**src/rtl/rv32i_pkg.sv**
```systemverilog
// RV32I opcode, field-slice and fusion-state definitions shared by the
// decode-side fusion logic.
package rv32i_pkg;

    localparam logic [6:0] OPC_LUI    = 7'b0110111;
    localparam logic [6:0] OPC_OP_IMM = 7'b0010011;
    localparam logic [2:0] F3_ADDI    = 3'b000;

    localparam int OPC_LSB   = 0;
    localparam int OPC_MSB   = 6;
    localparam int RD_LSB    = 7;
    localparam int RD_MSB    = 11;
    localparam int F3_LSB    = 12;
    localparam int F3_MSB    = 14;
    localparam int RS1_LSB   = 15;
    localparam int RS1_MSB   = 19;
    localparam int IMM_I_LSB = 20;
    localparam int IMM_I_MSB = 31;
    localparam int IMM_U_LSB = 12;

    typedef enum logic [0:0] {
        FS_IDLE = 1'b0,
        FS_WAIT = 1'b1
    } fuse_state_e;

    function automatic logic [6:0] instr_opc(input logic [31:0] instr);
        return instr[OPC_MSB:OPC_LSB];
    endfunction

    function automatic logic [4:0] instr_rd(input logic [31:0] instr);
        return instr[RD_MSB:RD_LSB];
    endfunction

    function automatic logic [4:0] instr_rs1(input logic [31:0] instr);
        return instr[RS1_MSB:RS1_LSB];
    endfunction

    function automatic logic [2:0] instr_f3(input logic [31:0] instr);
        return instr[F3_MSB:F3_LSB];
    endfunction

    // A LUI writing x0 is architecturally a no-op and never starts a pair.
    function automatic logic is_fusable_lui(input logic [31:0] instr);
        return (instr_opc(instr) == OPC_LUI) && (instr_rd(instr) != 5'd0);
    endfunction

    function automatic logic is_addi_self(input logic [31:0] instr, input logic [4:0] rd);
        return (instr_opc(instr) == OPC_OP_IMM) && (instr_f3(instr) == F3_ADDI) &&
               (instr_rd(instr) == rd) && (instr_rs1(instr) == rd);
    endfunction

    function automatic logic [31:0] sext_imm_i(input logic [31:0] instr);
        return {{20{instr[IMM_I_MSB]}}, instr[IMM_I_MSB:IMM_I_LSB]};
    endfunction

    function automatic logic [31:0] imm_u(input logic [31:0] instr);
        return {instr[31:IMM_U_LSB], 12'b0};
    endfunction

endpackage

```
**src/rtl/fusion_pair_detect.sv**
```systemverilog
// Combinational LUI rd / ADDI rd,rd,imm pair detector producing the full
// 32-bit constant of the fused macro-op.
module fusion_pair_detect
    import rv32i_pkg::*;
(
    input  logic [31:0] head_instr,
    input  logic [31:0] next_instr,
    output logic        fuse,
    output logic [31:0] fused_imm
);

    logic [4:0] w_head_rd;

    // Pair match and constant; the sum wraps modulo 2^32 by construction.
    always_comb begin
        w_head_rd = instr_rd(head_instr);
        fuse      = is_fusable_lui(head_instr) && is_addi_self(next_instr, w_head_rd);
        fused_imm = imm_u(head_instr) + sext_imm_i(next_instr);
    end

endmodule

```
**src/rtl/fusion_prebuffer.sv**
```systemverilog
// Instruction pre-buffer between IF/ID and decode: circular FIFO of
// {instr, pc} that fuses a head LUI with a following matching ADDI.
module fusion_prebuffer
    import rv32i_pkg::*;
#(
    parameter int DEPTH     = 4,
    parameter int FUSE_WAIT = 2
) (
    input  logic        clk,
    input  logic        rst_n,
    input  logic        flush,
    input  logic        in_valid,
    input  logic [31:0] in_instr,
    input  logic [31:0] in_pc,
    output logic        in_ready,
    output logic        out_valid,
    input  logic        out_ready,
    output logic [31:0] out_instr,
    output logic [31:0] out_pc,
    output logic        out_fused,
    output logic [31:0] out_imm
);

    localparam int AW  = $clog2(DEPTH);
    localparam int CW  = AW + 1;
    localparam int WCW = (FUSE_WAIT > 0) ? $clog2(FUSE_WAIT + 1) : 1;
    localparam bit WAIT_EN = (FUSE_WAIT > 0);
    localparam logic [WCW-1:0] WAIT_LAST = WCW'((FUSE_WAIT > 0) ? FUSE_WAIT - 1 : 0);

    logic [31:0]    r_mem_instr [DEPTH];
    logic [31:0]    r_mem_pc    [DEPTH];
    logic [AW-1:0]  r_rptr;
    logic [AW-1:0]  r_wptr;
    logic [CW-1:0]  r_count;
    fuse_state_e    r_state;
    logic [WCW-1:0] r_wait_cnt;

    logic [AW-1:0]  w_rptr_p1;
    logic [31:0]    w_head_instr;
    logic [31:0]    w_head_pc;
    logic [31:0]    w_next_instr;
    logic           w_pair_fuse;
    logic [31:0]    w_pair_imm;
    logic           w_valid;
    logic           w_fused;
    logic           w_push;
    logic           w_pop;
    logic [CW-1:0]  w_popcnt;
    logic [CW-1:0]  w_count_nxt;
    logic [AW-1:0]  w_nh_idx;
    logic [31:0]    w_nh_instr;
    logic           w_enter_wait;

    fusion_pair_detect u_pair_detect (
        .head_instr (w_head_instr),
        .next_instr (w_next_instr),
        .fuse       (w_pair_fuse),
        .fused_imm  (w_pair_imm)
    );

    // Head/next views of the FIFO and the handshake bookkeeping.
    always_comb begin
        w_rptr_p1    = r_rptr + AW'(1);
        w_head_instr = r_mem_instr[r_rptr];
        w_head_pc    = r_mem_pc[r_rptr];
        w_next_instr = r_mem_instr[w_rptr_p1];

        in_ready = (r_count < CW'(DEPTH)) && !flush;
        w_valid  = (r_state == FS_IDLE) && (r_count != CW'(0));
        w_fused  = w_valid && (r_count >= CW'(2)) && w_pair_fuse;
        w_push   = in_valid && in_ready;
        w_pop    = w_valid && out_ready;

        if (!w_pop) begin
            w_popcnt = CW'(0);
        end else if (w_fused) begin
            w_popcnt = CW'(2);
        end else begin
            w_popcnt = CW'(1);
        end
        w_count_nxt = r_count + CW'(w_push) - w_popcnt;
    end

    // Look ahead to the head seen after this edge: a lone fusable LUI that
    // becomes the new head starts waiting from the very next cycle.
    always_comb begin
        w_nh_idx = r_rptr + w_popcnt[AW-1:0];
        if (r_count == w_popcnt) begin
            w_nh_instr = in_instr;
        end else begin
            w_nh_instr = r_mem_instr[w_nh_idx];
        end
        w_enter_wait = WAIT_EN && (w_count_nxt == CW'(1)) &&
                       ((r_count == CW'(0)) || w_pop) && is_fusable_lui(w_nh_instr);
    end

    // Output gating: payload reads as zero whenever nothing is offered.
    always_comb begin
        out_valid = w_valid;
        out_fused = w_fused;
        if (w_valid) begin
            out_instr = w_head_instr;
            out_pc    = w_head_pc;
        end else begin
            out_instr = 32'd0;
            out_pc    = 32'd0;
        end
        if (w_fused) begin
            out_imm = w_pair_imm;
        end else begin
            out_imm = 32'd0;
        end
    end

    // Storage is deliberately left out of reset; validity comes from r_count.
    always_ff @(posedge clk) begin
        if (w_push) begin
            r_mem_instr[r_wptr] <= in_instr;
            r_mem_pc[r_wptr]    <= in_pc;
        end
    end

    // Pointers, occupancy and the LUI wait FSM; flush outranks push/pop.
    always_ff @(posedge clk or negedge rst_n) begin
        if (!rst_n) begin
            r_rptr     <= '0;
            r_wptr     <= '0;
            r_count    <= '0;
            r_state    <= FS_IDLE;
            r_wait_cnt <= '0;
        end else if (flush) begin
            r_rptr     <= '0;
            r_wptr     <= '0;
            r_count    <= '0;
            r_state    <= FS_IDLE;
            r_wait_cnt <= '0;
        end else begin
            if (w_push) begin
                r_wptr <= r_wptr + AW'(1);
            end
            r_rptr  <= r_rptr + w_popcnt[AW-1:0];
            r_count <= w_count_nxt;
            case (r_state)
                FS_IDLE: begin
                    r_wait_cnt <= '0;
                    if (w_enter_wait) begin
                        r_state <= FS_WAIT;
                    end
                end
                FS_WAIT: begin
                    // A successor ends the wait; otherwise give up after FUSE_WAIT cycles.
                    if (w_push || (r_wait_cnt == WAIT_LAST)) begin
                        r_state    <= FS_IDLE;
                        r_wait_cnt <= '0;
                    end else begin
                        r_wait_cnt <= r_wait_cnt + WCW'(1);
                    end
                end
                default: begin
                    r_state    <= FS_IDLE;
                    r_wait_cnt <= '0;
                end
            endcase
        end
    end

endmodule

```
**config.mk**
```make
export PLATFORM = sky130hd
export DESIGN_NAME = fusion_prebuffer
export DESIGN_NICKNAME = d
export VERILOG_FILES = /design/src/rtl/rv32i_pkg.sv /design/src/rtl/fusion_pair_detect.sv /design/src/rtl/fusion_prebuffer.sv
export SDC_FILE = /design/constraint.sdc
export NUM_CORES = 1
export LEC_CHECK = 0
export BUFFER_PORTS_ARGS = -buffer_cell sky130_fd_sc_hd__buf_2
export CAP_MARGIN = 10
export CORE_MARGIN = 3
export CORE_UTILIZATION = 45
export DETAILED_ROUTE_END_ITERATION = 10
export GPL_TIMING_DRIVEN = 0
export PLACE_DENSITY = 0.62
export SYNTH_ARGS = -nofsm -noshare
export SYNTH_HDL_FRONTEND = slang
export SYNTH_SLANG_ARGS = --single-unit
export TNS_END_PERCENT = 30
```
**constraint.sdc**
```tcl
create_clock -name clk -period 8.2 [get_ports clk]
set_clock_uncertainty 0.1 [all_clocks]
set_input_delay 1.23 -clock clk [delete_from_list [all_inputs] [get_ports clk]]
set_output_delay 1.23 -clock clk [all_outputs]
set_load 0.02 [all_outputs]
```
After elaboration in Yosys (flattened, before gate mapping)
Memory sizes are Yosys's and may differ from the RTL's.
Cells that the tools add are included.
{"block": "classes", "n_mux": 19, "n_mul": 0, "addsub": 7, "bitwise": 1, "order_cmp": 2, "eq_ne": 8, "div": 0, "reduce_logical": 23, "shift": 0}
{"cell": "two-way mux 32 bit", "count": 3}
{"cell": "adder 32 bit", "count": 1}
{"cell": "equality test 7 x 6 -> 1 bit (second input constant)", "count": 2}
{"cell": "logical AND 1 bit", "count": 14}
{"cell": "two-way mux 12 bit", "count": 1}
{"cell": "two-way mux 2 bit", "count": 6}
{"cell": "equality test 5 bit", "count": 2}
{"cell": "nonzero test 5 bit", "count": 2}
{"cell": "equality test 7 x 5 -> 1 bit (second input constant)", "count": 1}
{"cell": "adder 2 x 1 -> 2 bit (second input constant)", "count": 3}
{"cell": "logical NOT 3 bit", "count": 2}
{"cell": "two-way mux 3 bit", "count": 2}
{"cell": "two-way mux 1 bit", "count": 5}
{"cell": "case mux 2 bit (2 select lines)", "count": 1}
{"cell": "adder 3 x 1 -> 3 bit", "count": 1}
{"cell": "equality test 3 x 1 -> 1 bit (second input constant)", "count": 1}
{"cell": "equality test 3 bit", "count": 1}
{"cell": "greater-or-equal comparator 3 x 2 -> 1 bit (second input constant)", "count": 1}
{"cell": "less-than comparator 3 bit (second input constant)", "count": 1}
{"cell": "nonzero test 3 bit", "count": 1}
{"cell": "subtractor 3 bit", "count": 1}
{"cell": "adder 2 bit", "count": 1}
{"cell": "equality test 2 x 1 -> 1 bit (second input constant)", "count": 1}
{"cell": "logical OR 1 bit", "count": 2}
{"cell": "4 further kinds", "count": 4}
{"block": "word_totals", "wordCells": 67, "mem_bits_rw": 256, "out_inout_bits": 99, "ff_bits": 10, "mem_count": 2, "latch_bits": 0, "romBits": 0}
{"memory": "r_mem_instr", "depth": 4, "width": 32, "read_ports": 3, "rd_ports_with_merged_regs": 0, "wr": 1, "line_no": "fusion_prebuffer.sv:30", "rtl": "logic [31:0] r_mem_instr [DEPTH];"}
{"memory": "r_mem_pc", "depth": 4, "width": 32, "read_ports": 1, "rd_ports_with_merged_regs": 0, "wr": 1, "line_no": "fusion_prebuffer.sv:31", "rtl": "logic [31:0] r_mem_pc [DEPTH];"}

Logic depth before layout (Yosys ltp)
An unclocked memory read counts as a cell.
{"block": "depth", "word_depth": 19, "depth_mapped": 22}

By module
Synthesis repeated with hierarchy kept, for this count alone.
{"block": "hier_totals", "hier_cells": 743, "hier_area_um2": 12675.9}
{"module": "fusion_prebuffer", "area_per_inst_um2": 11444.7, "cells_each": 578, "seq_area_each_um2": 7937.6, "n_inst": 1}
{"module": "fusion_pair_detect", "area_per_inst_um2": 1231.2, "cells_each": 165, "seq_area_each_um2": 0.0, "n_inst": 1}

Worst setup path after synthesis
No wires, ideal clock.
{"block": "synth_path", "path_type": "register to output", "startpoint": "register r_rptr[0]", "endpoint": "output port out_imm[30]", "slack_ps": 2215, "n_path_buf": 5, "t_arrival_ps": 4655, "path_stages_with_launch": 18, "t_required_ps": 6870, "cell_sequence": "dfrtp_1 -> buf_4 -> buf_4 -> buf_2 -> buf_1 -> clkbuf_1 -> mux4_2 -> ha_1 -> fa_1 -> a21o_1 -> a211o_1 -> a21oi_1 -> o21ai_0 -> a31oi_1 -> o21ai_0 -> a31oi_1 -> xor2_1 -> nor2_1"}
{"block": "synth_between", "elab_chain_len": 9}
{"item": "start, declared", "line_no": "fusion_prebuffer.sv:32", "rtl": "logic [AW-1:0] r_rptr;"}
{"item": "start signal, assigned", "line_no": "fusion_prebuffer.sv:141", "rtl": "r_rptr <= r_rptr + w_popcnt[AW-1:0];"}
{"item": "adder 2 x 1 -> 2 bit", "line_no": "fusion_prebuffer.sv:63", "rtl": "w_rptr_p1 = r_rptr + AW'(1);"}
{"item": "memory (4 x 32 bit) (*)"}
{"item": "parallel branches: the longest is 6 deep, another holds adder 32 bit"}
{"item": "two-way mux 32 bit (*)", "line_no": "fusion_prebuffer.sv:108", "rtl": "if (w_fused) begin"}
{"item": "end, declared", "line_no": "fusion_prebuffer.sv:21", "rtl": "output logic [31:0] out_imm"}
Mark *: on every way between the ends.

Final worst setup path
{"block": "layout_path", "startpoint": "register r_rptr[0]", "endpoint": "output port out_imm[31]"}
The elaborated chain is that of the path after synthesis.

==> summary.txt <==
Clock network
  – Post-cts sizing count: 0
  – Setup bufs post-CTS: 0
  – Clk root buf: clkbuf_16
  – CTS H-Tree Depth: 1
  – Clk_lat worst skew: about 540 ps
  – Clock Path Buffers: 3
  – TritonCTS Buffers: 28
  – Clk pin slew, worst setup/hold paths: 60 ps
  – CTS tree: yes
  – Clock sinks: 266
  – Hold_buf cts: 0

Floorplanning
  – Rows: 60
  – Die Height: 172 um
  – Die width: 172 um
  – Starting Density: 45.8%
  – DIE AREA: 29,500 um^2
  – Core ar.: between 20,000 and 30,000 um^2
  – Top-level port count: 168

Routing
  – Top layer in use: met5
  – Avg WL per Cell: 21.6 um
  – Via count: 7,349
  – Metal1 wirelength: 12,400 um
  – Post-route DRC: 0
  – Vias per cell: 5.67
  – Total wire length: 28,000 um
  – Initial DRC count: approximately 630
  – DRT Pass-1 Iters: 5
  – ANT nets after route: 0
  – Met2 WL post-DR: about 13,000 um
  – Met3 wire length: approximately 2100 um

Critical path
  – CP max FO: 10
  – Critical path required time: 6870 ps
  – Crit path capture type: primary output
  – Slowest stage delay, CP: about 740 ps
  – CP most frequent cell: o21ai_0
  – Critical setup path kind: flip-flop to primary output
  – CP Cell Sequence: buf_4 > buf_4 > buf_2 > buf_1 > clkbuf_1 > clkbuf_1 > mux4_2 > ha_1 > o21ai_0 > o21ai_0 > a31oi_1 > o21ai_0 > nor4_1 > or3_1 > a21oi_1 > buf_2
  – Worst path top cell family by delay: buffers and inverters
  – Crit-path slowest cell: clkbuf_1
  – Critical Path AT: 6090 ps
  – Startpoint types: flip-flop
  – Critical path buffers and inverters: 7

Timing
  – Max Transition Viols Final: 0
  – Slew @ Worst Pin: 921 ps
  – Final worst-path cycle share: between 90% and 100%
  – Fmax: 135 MHz
  – Final TNS setup: 0 ps
  – Slew headroom: 38.6%
  – Final Hold Viols: 0
  – RSZ-0062 raised after global routing: false
  – Setup-failing EPs final: 0
  – Worst Slack Setup Final: 779 ps
  – Tmin final: 7420 ps

Finish
  – Share of layout cells above drive strength 1: 32.5%
  – Nets: 1,034
  – Area delta synth->final: 18.0%
  – Filler cell count: 2,152
  – Non-Filler Instances: 1,296
  – Post-route cell area: 14,600 um^2

Global route
  – Vias in the first global route: 7,225
  – Remaining Overflow, GRT: 0
  – Total GRT Usage: 18.8%
  – Pin count of the biggest net entering global routing: 38
  – Initial antenna violation count: 6
  – First-pass GRT wire length: around 42,000 um

Logic synthesis
  – Yosys top cell area share: 62.2%
  – Synthesized instance count: 734
  – Cell taking the most area after synthesis: edfxtp_1
  – Fraction of registers with async set/reset: 3.76%
  – Syn_nets: 834
  – Synth cell types: 52
  – Synth top area cells: edfxtp_1 (62%), mux4_2 (15%), and2_1 (3.5%), ha_1 (2.9%), dfrtp_1 (2.0%)
  – Number of synthesis warnings: 0
  – Yosys reg bits: 266
  – Most frequent cell after synthesis: edfxtp_1
  – Post-synth EDFFs: about 260
  – Sequential fraction of the synthesis area: 64.3%
  – Mapped cell area: about 12,000 um^2
  – Post-synthesis area per instance: between 15 and 20 um^2
  – Ys flop type: edfxtp_1
  – Top cells by count, synth: edfxtp_1 (256), mux4_2 (83), and2_1 (69)

Run status
  – Status: complete, no violations

Place
  – Worst slack at placement: about 1100 ps
  – IO Port Bufs: around 170
  – RePlAce Congestion: around 0.91
  – Cell area after placement: around 14,000 um^2
  – HPWL after DPL: between 15,000 and 20,000 um
  – Placed insts: 1,245

Power
  – Max VDD drop: 0.206 mV
  – Total chip power: roughly 4.5 mW
  – Leak: 5.21 nW
  – Power per cell area: 311 nW/um^2

Worst hold path
  – Worst hold path class: flip-flop to flip-flop

Job
  – Max Cap Viol: 0
==> sequential cells by signal, summed over array words and instances, names as in the netlist <==
signal and count:
r_mem_instr 128, r_mem_pc 128, r_count 3, r_rptr 2, r_wait_cnt 2, r_wptr 2
r_state 1
==> final timing paths <==
check                                     end          start  slack (ps)  depth (start not counted)
worst max register to register        r_state      r_rptr[0]        3020                         21
min in group asynchronous       r_wait_cnt[1]          rst_n         450                          1
worst max-delay path              out_imm[31]      r_rptr[0]         780                         16
worst min-delay path            r_wait_cnt[0]  r_wait_cnt[0]         340                          1
max in group asynchronous           r_wptr[0]          rst_n        7360                          1
worst min register to register  r_wait_cnt[0]  r_wait_cnt[0]         340                          1
==> where the power goes <==
group	switching, mW	total [mW]	internal [mW]
Combinational	1.03	1.77	0.744
Clock	0.500	1.16	0.656
Sequential	0.0348	1.61	1.58
==> cells in the final DEF, fill, tap and decap left out, drive strengths merged, types with 7 or more instances in the layout <==
cell type and instances:
a21o 10, a21oi 15, and2 69, buf 187, clkbuf 49, clkinv 16, dfrtp 10, edfxtp 256
ha 29, inv 15, mux4 83, nand2 11, nand3 8, nor2 40, nor2b 18, nor3 7
nor4 9, o21ai 12, or4 8, xnor2 16, xor2 21
==> metrics by stage <==
stage | hold WS (ps) | utilization, %
final | 340 | 54.1
after global routing | 359 | 54.1
after CTS | 344 | 54.1
after detailed placement | 336 | 51.0
after global placement | 319 | 50.5
after floorplan | 310 | -
==> cells by family (layout without fill, tap and decap cells) <==
kind of cell,count (synthesis),count (layout),synth area share (%)
mux,85,85,15.3
flops,266,266,64.3
simple gates,195,195,8.93
compound gates,71,71,3.85
buf+inv,49,269,1.74
fa+ha+maj,31,31,3.26
other cells,0,1,0
xor+xnor,37,37,2.62
==> area by class of cell <==
cell class              count  area, um^2  area share (%)
clock inverters            18         130           0.892
clock buffers              32         716            4.91
flip-flops and latches    266        7940            54.4
repair buffers            170         933            6.40
plain buffers              34         160            1.10
inverters                  15        56.3           0.386
multi-input cells         419        4220            28.9
well taps                 341         427            2.93
diodes                      1        2.50          0.0172
==> metal layers <==
metal  global-route usage, %  vias up
met2                    29.8      267
met5                       0        -
li1                        -     3317
met1                    27.6     3706
met3                    3.75       49
met4                    3.78       10
(Power assumes the default switching activity.)
